[src/rtl/nfc_pkg.sv]
// Shared definitions for the NAND flash controller atomic-command primitives.
package nfc_pkg;

    // Bit position of the CA slot on the atomic-command bus
    localparam int unsigned CaCmdBit = 3;
    // Largest address-cycle burst a single request can carry
    localparam int unsigned MaxAddrBytes = 5;

    typedef enum logic [2:0] {
        StIdle,
        StSetup,
        StWeLow,
        StWeHigh,
        StHold,
        StDone
    } state_e;

    // Bytes to send: one command byte, or the address count saturated to MaxAddrBytes
    function automatic logic [2:0] num_bytes(input logic ca_select, input logic [2:0] num_m1);
        logic [3:0] n;
        n = {1'b0, num_m1} + 4'd1;
        if (ca_select) begin
            return 3'd1;
        end
        if (n > 4'(MaxAddrBytes)) begin
            return 3'(MaxAddrBytes);
        end
        return n[2:0];
    endfunction

endpackage

[src/rtl/nfc_atom_ca_latch_if.sv]
// Request/completion handshake plus the SDR NAND pin group driven by the CA latch.
interface nfc_atom_ca_latch_if #(
    parameter int unsigned NumberOfWays = 4
);
    logic                    iStart;
    logic                    oReady;
    logic                    oLastStep;
    logic [NumberOfWays-1:0] iTargetWay;
    logic                    iCASelect;
    logic [39:0]             iCAData;
    logic [15:0]             iNumOfData;
    logic [NumberOfWays-1:0] oCE_n;
    logic                    oCLE;
    logic                    oALE;
    logic                    oWE_n;
    logic [7:0]              oDQ;
    logic                    oDQOE;

    // Command-level FSM side
    modport master (
        output iStart, iTargetWay, iCASelect, iCAData, iNumOfData,
        input  oReady, oLastStep, oCE_n, oCLE, oALE, oWE_n, oDQ, oDQOE
    );

    // CA latch side
    modport slave (
        input  iStart, iTargetWay, iCASelect, iCAData, iNumOfData,
        output oReady, oLastStep, oCE_n, oCLE, oALE, oWE_n, oDQ, oDQOE
    );
endinterface

[src/rtl/nfc_cycle_timer.sv]
// Loadable down-counter; zero flags the final cycle of a timed interval.
module nfc_cycle_timer #(
    parameter int unsigned Width = 8
) (
    input  logic             clk,
    input  logic             rst_n,
    input  logic             load,
    input  logic [Width-1:0] load_value,
    output logic [Width-1:0] count,
    output logic             zero
);
    logic [Width-1:0] count_q;

    // Load on interval entry, otherwise count down and stop at zero
    always_ff @(posedge clk or negedge rst_n) begin
        if (!rst_n) begin
            count_q <= '0;
        end else if (load) begin
            count_q <= load_value;
        end else if (count_q != '0) begin
            count_q <= count_q - 1'b1;
        end
    end

    assign count = count_q;
    assign zero  = (count_q == '0);
endmodule

[src/rtl/nfc_atom_ca_latch.sv]
// Atomic command/address latch: turns one request into CLE/ALE-qualified WE# byte writes.
module nfc_atom_ca_latch
    import nfc_pkg::*;
#(
    parameter int unsigned NumberOfWays = 4,
    parameter int unsigned PulseLow     = 3,
    parameter int unsigned PulseHigh    = 3,
    parameter int unsigned HoldCycles   = 4
) (
    input  logic                      iSystemClock,
    input  logic                      iReset,
    nfc_atom_ca_latch_if.slave        bus
);
    state_e                  state_q, state_d;
    logic                    timer_load;
    logic [7:0]              timer_value;
    logic [7:0]              timer_count;
    logic                    timer_zero;
    logic [39:0]             shift_q;
    logic [2:0]              bytes_left_q;
    logic [NumberOfWays-1:0] way_q;
    logic                    cas_q;
    logic                    ready;
    logic                    accept;
    logic                    advance;
    logic                    next_byte;
    logic                    unused_num;

    assign unused_num = ^bus.iNumOfData[15:3];

    assign ready  = (state_q == StIdle) || (state_q == StDone);
    assign accept = bus.iStart && ready;
    // DQ moves to the next byte on entry to the last WE# high cycle
    assign advance   = (state_q == StWeHigh) && (timer_count == 8'd1) && (bytes_left_q != 3'd0);
    assign next_byte = (state_q == StWeHigh) && timer_zero && (bytes_left_q != 3'd0);

    nfc_cycle_timer #(
        .Width (8)
    ) u_timer (
        .clk        (iSystemClock),
        .rst_n      (iReset),
        .load       (timer_load),
        .load_value (timer_value),
        .count      (timer_count),
        .zero       (timer_zero)
    );

    // State register
    always_ff @(posedge iSystemClock or negedge iReset) begin
        if (!iReset) begin
            state_q <= StIdle;
        end else begin
            state_q <= state_d;
        end
    end

    // Request capture, byte shift register and remaining-byte counter
    always_ff @(posedge iSystemClock or negedge iReset) begin
        if (!iReset) begin
            shift_q      <= '0;
            bytes_left_q <= '0;
            way_q        <= '1;
            cas_q        <= 1'b0;
        end else if (accept) begin
            shift_q      <= bus.iCAData;
            bytes_left_q <= num_bytes(bus.iCASelect, bus.iNumOfData[2:0]) - 3'd1;
            way_q        <= bus.iTargetWay;
            cas_q        <= bus.iCASelect;
        end else begin
            if (advance) begin
                shift_q <= {shift_q[31:0], 8'h00};
            end
            if (next_byte) begin
                bytes_left_q <= bytes_left_q - 3'd1;
            end
        end
    end

    // Next-state and interval timer loading
    always_comb begin
        state_d     = state_q;
        timer_load  = 1'b0;
        timer_value = '0;
        unique case (state_q)
            StIdle: begin
                if (accept) state_d = StSetup;
            end
            StSetup: begin
                state_d     = StWeLow;
                timer_load  = 1'b1;
                timer_value = 8'(PulseLow - 1);
            end
            StWeLow: begin
                if (timer_zero) begin
                    state_d     = StWeHigh;
                    timer_load  = 1'b1;
                    timer_value = 8'(PulseHigh - 1);
                end
            end
            StWeHigh: begin
                if (timer_zero) begin
                    timer_load = 1'b1;
                    if (bytes_left_q != 3'd0) begin
                        state_d     = StWeLow;
                        timer_value = 8'(PulseLow - 1);
                    end else begin
                        state_d     = StHold;
                        timer_value = 8'(HoldCycles - 1);
                    end
                end
            end
            StHold: begin
                if (timer_zero) state_d = StDone;
            end
            StDone: begin
                state_d = accept ? StSetup : StIdle;
            end
            default: state_d = StIdle;
        endcase
    end

    // Pin outputs decoded from the current state
    always_comb begin
        bus.oReady    = ready;
        bus.oLastStep = (state_q == StDone);
        bus.oCE_n     = '1;
        bus.oCLE      = 1'b0;
        bus.oALE      = 1'b0;
        bus.oWE_n     = 1'b1;
        bus.oDQ       = 8'h00;
        bus.oDQOE     = 1'b0;
        unique case (state_q)
            StSetup, StWeLow, StWeHigh: begin
                bus.oCE_n = way_q;
                bus.oCLE  = cas_q;
                bus.oALE  = ~cas_q;
                bus.oDQOE = 1'b1;
                bus.oDQ   = shift_q[39:32];
                bus.oWE_n = (state_q != StWeLow);
            end
            StHold: begin
                bus.oCE_n = way_q;
            end
            default: ;
        endcase
    end
endmodule
[src/flat_wrapper.sv]
// flat-port wrapper written by rule: the top's interface ports become plain ports
module nfc_atom_ca_latch_flat import nfc_pkg::*;
#(
    parameter int unsigned NumberOfWays = 4,
    parameter int unsigned PulseLow     = 3,
    parameter int unsigned PulseHigh    = 3,
    parameter int unsigned HoldCycles   = 4
)
  (iSystemClock, iReset, bus_iStart, bus_iTargetWay, bus_iCASelect, bus_iCAData, bus_iNumOfData, bus_oReady, bus_oLastStep, bus_oCE_n, bus_oCLE, bus_oALE, bus_oWE_n, bus_oDQ, bus_oDQOE);
  nfc_atom_ca_latch_if #(.NumberOfWays(NumberOfWays)) bus_i ();
  input  logic iSystemClock;
  input  logic iReset;
  input wire logic [$bits(bus_i.iStart)-1:0] bus_iStart;
  input wire logic [$bits(bus_i.iTargetWay)-1:0] bus_iTargetWay;
  input wire logic [$bits(bus_i.iCASelect)-1:0] bus_iCASelect;
  input wire logic [$bits(bus_i.iCAData)-1:0] bus_iCAData;
  input wire logic [$bits(bus_i.iNumOfData)-1:0] bus_iNumOfData;
  output wire logic [$bits(bus_i.oReady)-1:0] bus_oReady;
  output wire logic [$bits(bus_i.oLastStep)-1:0] bus_oLastStep;
  output wire logic [$bits(bus_i.oCE_n)-1:0] bus_oCE_n;
  output wire logic [$bits(bus_i.oCLE)-1:0] bus_oCLE;
  output wire logic [$bits(bus_i.oALE)-1:0] bus_oALE;
  output wire logic [$bits(bus_i.oWE_n)-1:0] bus_oWE_n;
  output wire logic [$bits(bus_i.oDQ)-1:0] bus_oDQ;
  output wire logic [$bits(bus_i.oDQOE)-1:0] bus_oDQOE;
  assign bus_i.iStart = bus_iStart;
  assign bus_i.iTargetWay = bus_iTargetWay;
  assign bus_i.iCASelect = bus_iCASelect;
  assign bus_i.iCAData = bus_iCAData;
  assign bus_i.iNumOfData = bus_iNumOfData;
  assign bus_oReady = bus_i.oReady;
  assign bus_oLastStep = bus_i.oLastStep;
  assign bus_oCE_n = bus_i.oCE_n;
  assign bus_oCLE = bus_i.oCLE;
  assign bus_oALE = bus_i.oALE;
  assign bus_oWE_n = bus_i.oWE_n;
  assign bus_oDQ = bus_i.oDQ;
  assign bus_oDQOE = bus_i.oDQOE;
  nfc_atom_ca_latch #(.NumberOfWays(NumberOfWays), .PulseLow(PulseLow), .PulseHigh(PulseHigh), .HoldCycles(HoldCycles)) u_core (.iSystemClock(iSystemClock), .iReset(iReset), .bus(bus_i));
endmodule
[config.mk]
export PLATFORM = sky130hd
export DESIGN_NAME = nfc_atom_ca_latch_flat
export DESIGN_NICKNAME = d
export VERILOG_FILES = /design/src/rtl/nfc_pkg.sv /design/src/rtl/nfc_atom_ca_latch_if.sv /design/src/rtl/nfc_cycle_timer.sv /design/src/rtl/nfc_atom_ca_latch.sv /design/src/flat_wrapper.sv
export SDC_FILE = /design/constraint.sdc
export NUM_CORES = 1
export LEC_CHECK = 0
export CORE_ASPECT_RATIO = 2
export CORE_UTILIZATION = 43
export CTS_BUF_LIST = sky130_fd_sc_hd__clkbuf_4 sky130_fd_sc_hd__clkbuf_8 sky130_fd_sc_hd__clkbuf_16
export DETAILED_ROUTE_END_ITERATION = 8
export PLACE_DENSITY = 0.76
export REMOVE_ABC_BUFFERS = 1
export SYNTH_ARGS = -nofsm -noshare
export SYNTH_HDL_FRONTEND = slang
export SYNTH_HIERARCHICAL = 1
export SYNTH_SLANG_ARGS = --single-unit
[constraint.sdc]
create_clock -name iSystemClock -period 2.27 [get_ports iSystemClock]
set_input_delay 0.3405 -clock iSystemClock [delete_from_list [all_inputs] [get_ports iSystemClock]]
set_output_delay 0.3405 -clock iSystemClock [all_outputs]
set_load 0.02 [all_outputs]
==> impl_metrics.ini, run 1 <==
[synthesis]
synth_top_area_frac = 0.4614
yosys_warnings = 6
syn_area_per_cell_um2 = 10.04
ys_seq_area_frac = 0.4966
synthFlopType = dfrtp_1
synthCells = 297
synth.ff_latch_count = 59
yosys.area.top_type = dfrtp_1
syn_area_um2 = 2983
synth_cell_types = 46
synth-edff-count = 0
synthTopCellsByArea = dfrtp_1 (46%), a22o_1 (8.8%), a21o_1 (7.8%)
async_flop_share = 1.000

[sta]
setup_violations = 0
fin_crit_ps = 2145
rsz0062_at_grt = no
tightest_slew_ps = 687.9
slew-limit-headroom = 0.5403
skew_ps = 5.499
hold_viol = 0
slew_violations = 0
finalCritPeriodShare = 0.9448
post-route-worst-setup-slack_ps = 125.4
fmax_mhz = 466.3

[cts]
root_buffer = clkbuf_16
htreeDepth = 3
cts.sinks = 59
clockBufferDepth = 2
tritoncts = yes
clk_pin_slew_ps = 50
clk_latency_ps = 320
cts_buffers = 9

[routing]
drt_iter0_drc = 133
drt_wl_total_um = 7023
viasPerCell = 5.333
drc = 0
route.vias.total = 2560
postRouteAntennaNets = 0
first_pass_iters = 4
wl_per_cell_um = 14.63

[place]
port_buffers = 68
place_inst = 464
place_area_um2 = 3908
gp_congestion = 0.8315
dpl.hpwl_um = 4985
dp_slack_ps = -172.6

[layout]
fin_cells = 480
regArea_um2 = 1484
finalCoreUtilization = 0.6474
drive_gt1_frac = 0.1505
area_delta_synth_final_pct = 44.84
diodes = 0
fin_area_um2 = 4320
fillers = 551
multi_input_area_um2 = 1448
nNetsFinal = 455

[die]
die_area_um2 = 7294
core_um2 = 6674
io_pins = 82
die_w_um = 60.90
placementRows = 42
start_util = 0.4469
die-height_um = 119.8

[critical_path]
path_cells = nor2_4, and2_1, clkdlybuf4s50_1
crit_fanout = 11
arrival_ps = 1800
cp.required_ps = 1930
crit_type = reg -> out
cp-start-kind = register
max_stage_delay_ps = 600
end_kind = output pin
cp_slowest_cell = clkdlybuf4s50_1

[power_and_ir_drop]
vdd_ir_drop_max_mv = 0.7689
power.leakage_nw = 2.183
p_per_area_nw_per_um2 = 1124

[grt]
grtUsageTotal = 0.2216
antenna_found_initial = 0
grt-ovfl-total = 0
grt_max_degree = 41
grt_pass1_vias = 2589
grt_pass1_wl_um = 11930

[run]
maxCapViolations = 0

[hold_path]
hp-class = in -> async

[outcome]
outcome = finished clean
[metrics by stage]
| stage | hold WS [ps] | power, mW | setup TNS, ps |
|---|---|---|---|
| after CTS | 58.04 | 4.901 | -129.5 |
| after detailed placement | 403.6 | 3.397 | -2535 |
| after global placement | 397.2 | 3.325 | -2414 |
| final | 43.81 | 4.858 | 0 |
| after floorplan | 44.91 | 2.725 | -28930 |
| after global routing | 92.96 | 5.161 | 0 |
[cell usage in the layout, fill, tap and decap left out, types with 3 or more instances in the layout]
| master | count |
|---|---|
| o31ai_1 | 3 |
| and2_1 | 10 |
| clkdlybuf4s50_1 | 54 |
| a22o_1 | 30 |
| o21ai_0 | 15 |
| nor2_1 | 10 |
| a21oi_1 | 7 |
| dfrtp_1 | 53 |
| a21o_1 | 31 |
| nand2b_1 | 5 |
| nor2_2 | 3 |
| conb_1 | 6 |
| or4_1 | 4 |
| xnor2_1 | 5 |
| dfstp_2 | 4 |
| mux2i_1 | 5 |
| dlymetal6s2s_1 | 13 |
| nor3_1 | 5 |
| buf_4 | 24 |
| clkbuf_16 | 9 |
| nand2_1 | 38 |
| ha_1 | 4 |
| inv_1 | 7 |
[cells by family after synthesis]
logic type,after synthesis,synth area share
adders and majority gates,4,0.01678
other,1,0.001257
buffers and inverters,27,0.03943
AOI/OAI and AO/OA,99,0.2454
and+or+nand+nor,95,0.1632
DFF,59,0.4966
xor gates and xnor gates,7,0.02055
muxes,5,0.01678
[cell type report]
| class | count | area share |
|---|---|---|
| clock inverter | 4 | 0.01680 |
| inverter | 7 | 0.006082 |
| timing repair buffer | 94 | 0.2129 |
| clock buffer | 12 | 0.06024 |
| tap | 88 | 0.02549 |
| multi-input combinational | 216 | 0.3351 |
| sequential | 59 | 0.3435 |
[Yosys cell counts (all sizes together), types with 3 or more instances]
cell type and number:
buf 8, dfstp 4, nor3 5, a21oi 7, o21ai 15, xnor2 7
a21o 31, nand2b 5, ha 4, or4 4, nand2 38, and2 11
mux2i 5, dfrtp 55, nor2 15, nor4 3, inv 7, a22o 30
clkbuf 11, o31ai 3
[worst max-delay path, delay by kind of cell (launching register included)]
family / cells / cell delay [ps]
buf+inv: 1 / 600
flops: 1 / 470
simple gates: 2 / 410
[where the power goes]
| group | internal [mW] | switching (mW) | leakage (nW) |
|---|---|---|---|
| clock | 1.03 | 0.453 | 0.162 |
| sequential | 1.56 | 0.328 | 0.718 |
| combinational | 0.824 | 0.668 | 1.30 |
| total | 3.41 | 1.45 | 2.18 |
[path summary, 6_finish.rpt]
check                                                to              start  depth (start not counted)  slack, ps
worst min register to register          u_core/way_q[0]    u_core/way_q[0]                          2        450
worst min-delay path            u_core/u_timer/count[2]             iReset                          1         40
worst max register to register   u_core/bytes_left_q[2]  u_core/state_q[1]                          9        160
worst max-delay path                         bus_oDQ[2]  u_core/state_q[2]                          3        130
min in group iSystemClock               u_core/way_q[0]    u_core/way_q[0]                          2        450
max in group asynchronous            u_core/shift_q[37]             iReset                          2       1630
[state kept, by name, indices dropped and copies added (netlist names)]
| register | cells |
|---|---|
| u_core/bytes_left_q | 3 |
| u_core/cas_q | 1 |
| u_core/shift_q | 40 |
| u_core/state_q | 3 |
| u_core/u_timer/count | 8 |
| u_core/way_q | 4 |
[routing by layer]
layer / routed length [µm] / global-route usage
met1: 2746 / 0.2693
met2: 3859 / 0.3565
met3: 244 / 0.05172
met4: 172 / 0.1094
met5: 0 / 0
[what timing repair did]
item,CTS,global route
gates resized for setup,3,23
setup endpoints to repair,14,41
hold buffers,0,0
buffers inserted,0,0
(Power assumes the default switching activity.)
==> run 2, diff against run 1 <==
Settings changed: SLEW_MARGIN set to 20.
==> run 2 against run 1 <==
Net effect: hold slack about the same; final cell count unchanged; global-route usage unchanged; core utilization unchanged; die area unchanged; maximum frequency about the same; highest routed layer unchanged.
==> impl_metrics.ini, run 2 (same netlist as run 1, synthesis figures left out) <==
[outcome]
outcome = finished clean

[place]
port_buffers = 68
dpl.hpwl_um = 4985
place_area_um2 = 3908
gp_congestion = 0.8315
dp_slack_ps = -172.6

[routing]
postRouteAntennaNets = 0
drc = 0
drt_wl_total_um = 6999
route.vias.total = 2573
drt_iter0_drc = 136
first_pass_iters = 4
wl_per_cell_um = 14.58
viasPerCell = 5.360

[cts]
clockBufferDepth = 2
clk_latency_ps = 320
cts.sinks = 59
htreeDepth = 3
post_cts_buffers = 0
clk_pin_slew_ps = 50
tritoncts = yes
cts_buffers = 9
cts_hold_buf = 0
root_buffer = clkbuf_16

[sta]
tightest_slew_ps = 679.2
skew_ps = 5.563
slew_violations = 0
finalCritPeriodShare = 0.9451
fin_crit_ps = 2145
slew-limit-headroom = 0.5461
rsz0062_at_grt = no
post-route-worst-setup-slack_ps = 124.7
hold_viol = 0
fmax_mhz = 466.1
setup_violations = 0

[hold_path]
hp-class = in -> async

[power_and_ir_drop]
power.leakage_nw = 2.183
vdd_ir_drop_max_mv = 0.7690
p_per_area_nw_per_um2 = 1124

[critical_path]
cp-start-kind = register
crit_fanout = 11
arrival_ps = 1800
end_kind = output pin
crit_type = reg -> out
crit_start = u_core/state_q[2]
timing.rr.start = u_core/state_q[1]
cp.required_ps = 1930

[die]
die-height_um = 119.8
die_w_um = 60.90
placementRows = 42
start_util = 0.4469
die_area_um2 = 7294
core_um2 = 6674
io_pins = 82

[grt]
grt-ovfl-total = 0
grt_pass1_vias = 2589
grtUsageTotal = 0.2216
antenna_found_initial = 0
grt_max_degree = 41
grt_pass1_wl_um = 11930

[layout]
drive_gt1_frac = 0.1505
final_common_cell = clkdlybuf4s50_1
multi_input_area_um2 = 1448
nNetsFinal = 455
fin_area_um2 = 4320
largest_register_ffs = 40
diodes = 0
fillers = 551
regMostFlops = u_core/shift_q
regArea_um2 = 1484
final_cell_mix = clkdlybuf4s50_1 (54), dfrtp_1 (53), nand2_1 (38)
area_delta_synth_final_pct = 44.84

[run]
maxCapViolations = 0
run 2: cell counts in the layout (fill, tap and decap cells not counted):
No cell type changed its count.
run 2: worst paths after layout:
path / endpoint / cells past startpoint / slack, ps
worst max-delay path: bus_oDQ[2] / 3 / 120
worst min-delay path: u_core/u_timer/count[2] / 1 / 40
worst max register to register: u_core/bytes_left_q[2] / 9 / 160
worst min register to register: u_core/way_q[0] / 2 / 450
max in group asynchronous: u_core/shift_q[37] / 2 / 1630
min in group iSystemClock: u_core/way_q[0] / 2 / 450
run 2: area by class of cell:
class / count / share of cell area
repair buffers: 94 / 0.2129
inverters: 7 / 0.006082
clock inverters: 4 / 0.01680
well taps: 88 / 0.02549
multi-input cells: 216 / 0.3351
flip-flops and latches: 59 / 0.3435
clock buffers: 12 / 0.06024
run 2: per-layer routing:
metal,part of all wire,GRT usage
met4,0.026,0.1094
met2,0.55,0.3565
met5,0,0
met3,0.034,0.05172
met1,0.39,0.2693
run 2: where the power goes:
| group | internal (mW) | total (mW) | switching, mW |
|---|---|---|---|
| clock | 1.03 | 1.48 | 0.452 |
| sequential | 1.56 | 1.88 | 0.328 |
| combinational | 0.824 | 1.49 | 0.667 |
| total | 3.41 | 4.86 | 1.45 |
run 2: per-stage QoR:
step / utilization / power [mW] / setup TNS (ps) / hold slack, ps / instances
finish: 0.6474 / 4.857 / 0 / 44.21 / 480
global route: 0.6474 / 5.161 / 0 / 92.96 / 480
floorplan: - / 2.725 / -28930 / 44.91 / 282
CTS: 0.6376 / 4.901 / -129.5 / 58.04 / 480
global placement: 0.5855 / 3.325 / -2414 / 397.2 / 464
detailed placement: 0.5855 / 3.397 / -2535 / 403.6 / 464
run 2: repair_timing:
item / 4_1_cts / 5_1_grt
gates cloned: 0 / 0
endpoints found under the setup margin: 14 / 18
gates resized for setup: 3 / 22
hold endpoints to repair: 0 / 0
run 2: critical path: stages (launching register included):
cell and delay, ps:
dfrtp_2 470, nor2_4 250, and2_1 160, clkdlybuf4s50_1 600
==> run 3, diff against run 2 <==
Settings changed: ABC_CLOCK_PERIOD_IN_PS set to 2270.
==> results of run 3 <==
Final layout, timing and power as in run 2 (identical DEF).
==> RTL change: new RTL, config.mk and constraints of run 1 <==
Encoding of `state_e`: now one-hot (6 bits for 6 states).
--- a/src/rtl/nfc_pkg.sv
+++ b/src/rtl/nfc_pkg.sv
@@ -6,13 +6,13 @@
     // Largest address-cycle burst a single request can carry
     localparam int unsigned MaxAddrBytes = 5;
 
-    typedef enum logic [2:0] {
-        StIdle,
-        StSetup,
-        StWeLow,
-        StWeHigh,
-        StHold,
-        StDone
+    typedef enum logic [5:0] {
+        StIdle   = 6'b000001,
+        StSetup  = 6'b000010,
+        StWeLow  = 6'b000100,
+        StWeHigh = 6'b001000,
+        StHold   = 6'b010000,
+        StDone   = 6'b100000
     } state_e;
 
     // Bytes to send: one command byte, or the address count saturated to MaxAddrBytes
Function: same outputs for any inputs over 10 cycles, from zero or initial values and one cycle with iReset low; not proved beyond that.
==> RTL change against run 1 <==
- the run now ends with setup timing left
- final cell count is 13% higher
- critical endpoint is now u_core/bytes_left_q[2]
- area after synthesis is 9.8% higher
- largest power group is now combinational logic
- wire length is 26% higher
- clock skew is 0.00084 ns lower
- design area is 11% higher
- sequential cell count is 3 higher
- worst setup slack worse by 0.31 ns
- total power is 28% higher
==> RTL change: results <==
set metrics [dict create \
    drt_iter0_drc 186 \
    detail_route.wirelength_mm 8.86 \
    tns_ns -0.775 \
    violations "setup timing" \
    finClkSkew_ns 0.00466 \
    status "finished, violations left" \
    final_nets 515 \
    synthesis.instances 332 \
    hold_path.class "reg2reg" \
    r2r-start "u_core/state_q[2]" \
    dr_total_vias 3031 \
    drt-wirelength-per-cell_um 16.3 \
    reg2reg_depth 7 \
    finalSetupViolCount 20 \
    cp.arrival_ns 2.64 \
    grt_pass1_wl_mm 14.3 \
    hpwl_mm 5.67 \
    gp_congestion 0.851 \
    dpl.cell_count 513 \
    worst_slack_ns -0.182 \
    cpMaxStageDelayCell "or4b_4" \
    yosysSeqAreaShare_pct 47.6 \
    ir_drop_mv 0.683 \
    grt_max_degree 49 \
    crit_fanout 6 \
    muxShareOfSynthArea_pct 1.26 \
    drtPass1Iterations 5 \
    p_leak_uw 0.00211 \
    worst_slew_pin_slew_ns 0.571 \
    layout-drive-gt1-share_pct 26.5 \
    power_switching_share_pct 34.7 \
    dpl_worst_slack_ns -0.205 \
    critical-path-top-delay-family "simple AND/OR/NAND/NOR gates" \
    synth.distinct_cells 55 \
    synth_commonest_cells "dfrtp_1, nand2_1, and2_1" \
    synthAdderAreaFrac_pct 1.53 \
]
RTL change: repair_timing:
item / CTS / global route
hold endpoints to repair: 15 / 0
setup endpoints to repair: 50 / 55
cloned: 2 / 2
buffers inserted: 5 / 6
pin swaps: 3 / 2
hold buffers: 1 / 0
resized for setup: 64 / 47
RTL change: power groups by stage:
stage          Combinational (uW)  Clock [uW]  Sequential, uW
2_1_floorplan                1430           0            1970
3_3_place_gp                 2300           0            2000
3_5_place_dp                 2370           0            2010
4_1_cts                      2420        1570            2000
5_1_grt                      2910        1610            2090
6_report                     2660        1540            2030
RTL change: worst max-delay path by stage:
stage / start / endpoint / slack, ns
6_report: u_core/state_q[2] / u_core/bytes_left_q[2] / -0.18
5_1_grt: u_core/state_q[2] / u_core/bytes_left_q[2] / -0.26
4_1_cts: u_core/state_q[2] / u_core/bytes_left_q[2] / -0.10
3_5_place_dp: u_core/state_q[3] / bus_oDQ[2] / -0.21
3_3_place_gp: u_core/state_q[3] / bus_oDQ[3] / -0.15
2_1_floorplan: u_core/state_q[4] / u_core/bytes_left_q[2] / -0.76
RTL change: area by class of cell:
class | count | area, um2
inverter | 9 | 33.8
clock buffer | 13 | 274
clock inverter | 3 | 65.1
sequential | 62 | 1560
fill | 572 | 2510
timing repair buffer | 119 | 1060
multi-input combinational | 246 | 1700
tap | 92 | 115
RTL change: routing by layer:
metal  up-vias  track usage [%]  routed length, um
met1      1475             25.8               3330
met3        19             4.29                338
met5         -                0                  0
met4         0             10.7                222
li1       1437                -                  -
met2       100             40.9               4970
RTL change: per-stage QoR:
step | hold slack (ns) | instance area [um2]
2_1_floorplan | 0.0449 | 3150
3_3_place_gp | 0.327 | 4260
3_5_place_dp | 0.334 | 4260
4_1_cts | 0.457 | 4620
5_1_grt | 0.468 | 4810
6_report | 0.457 | 4810
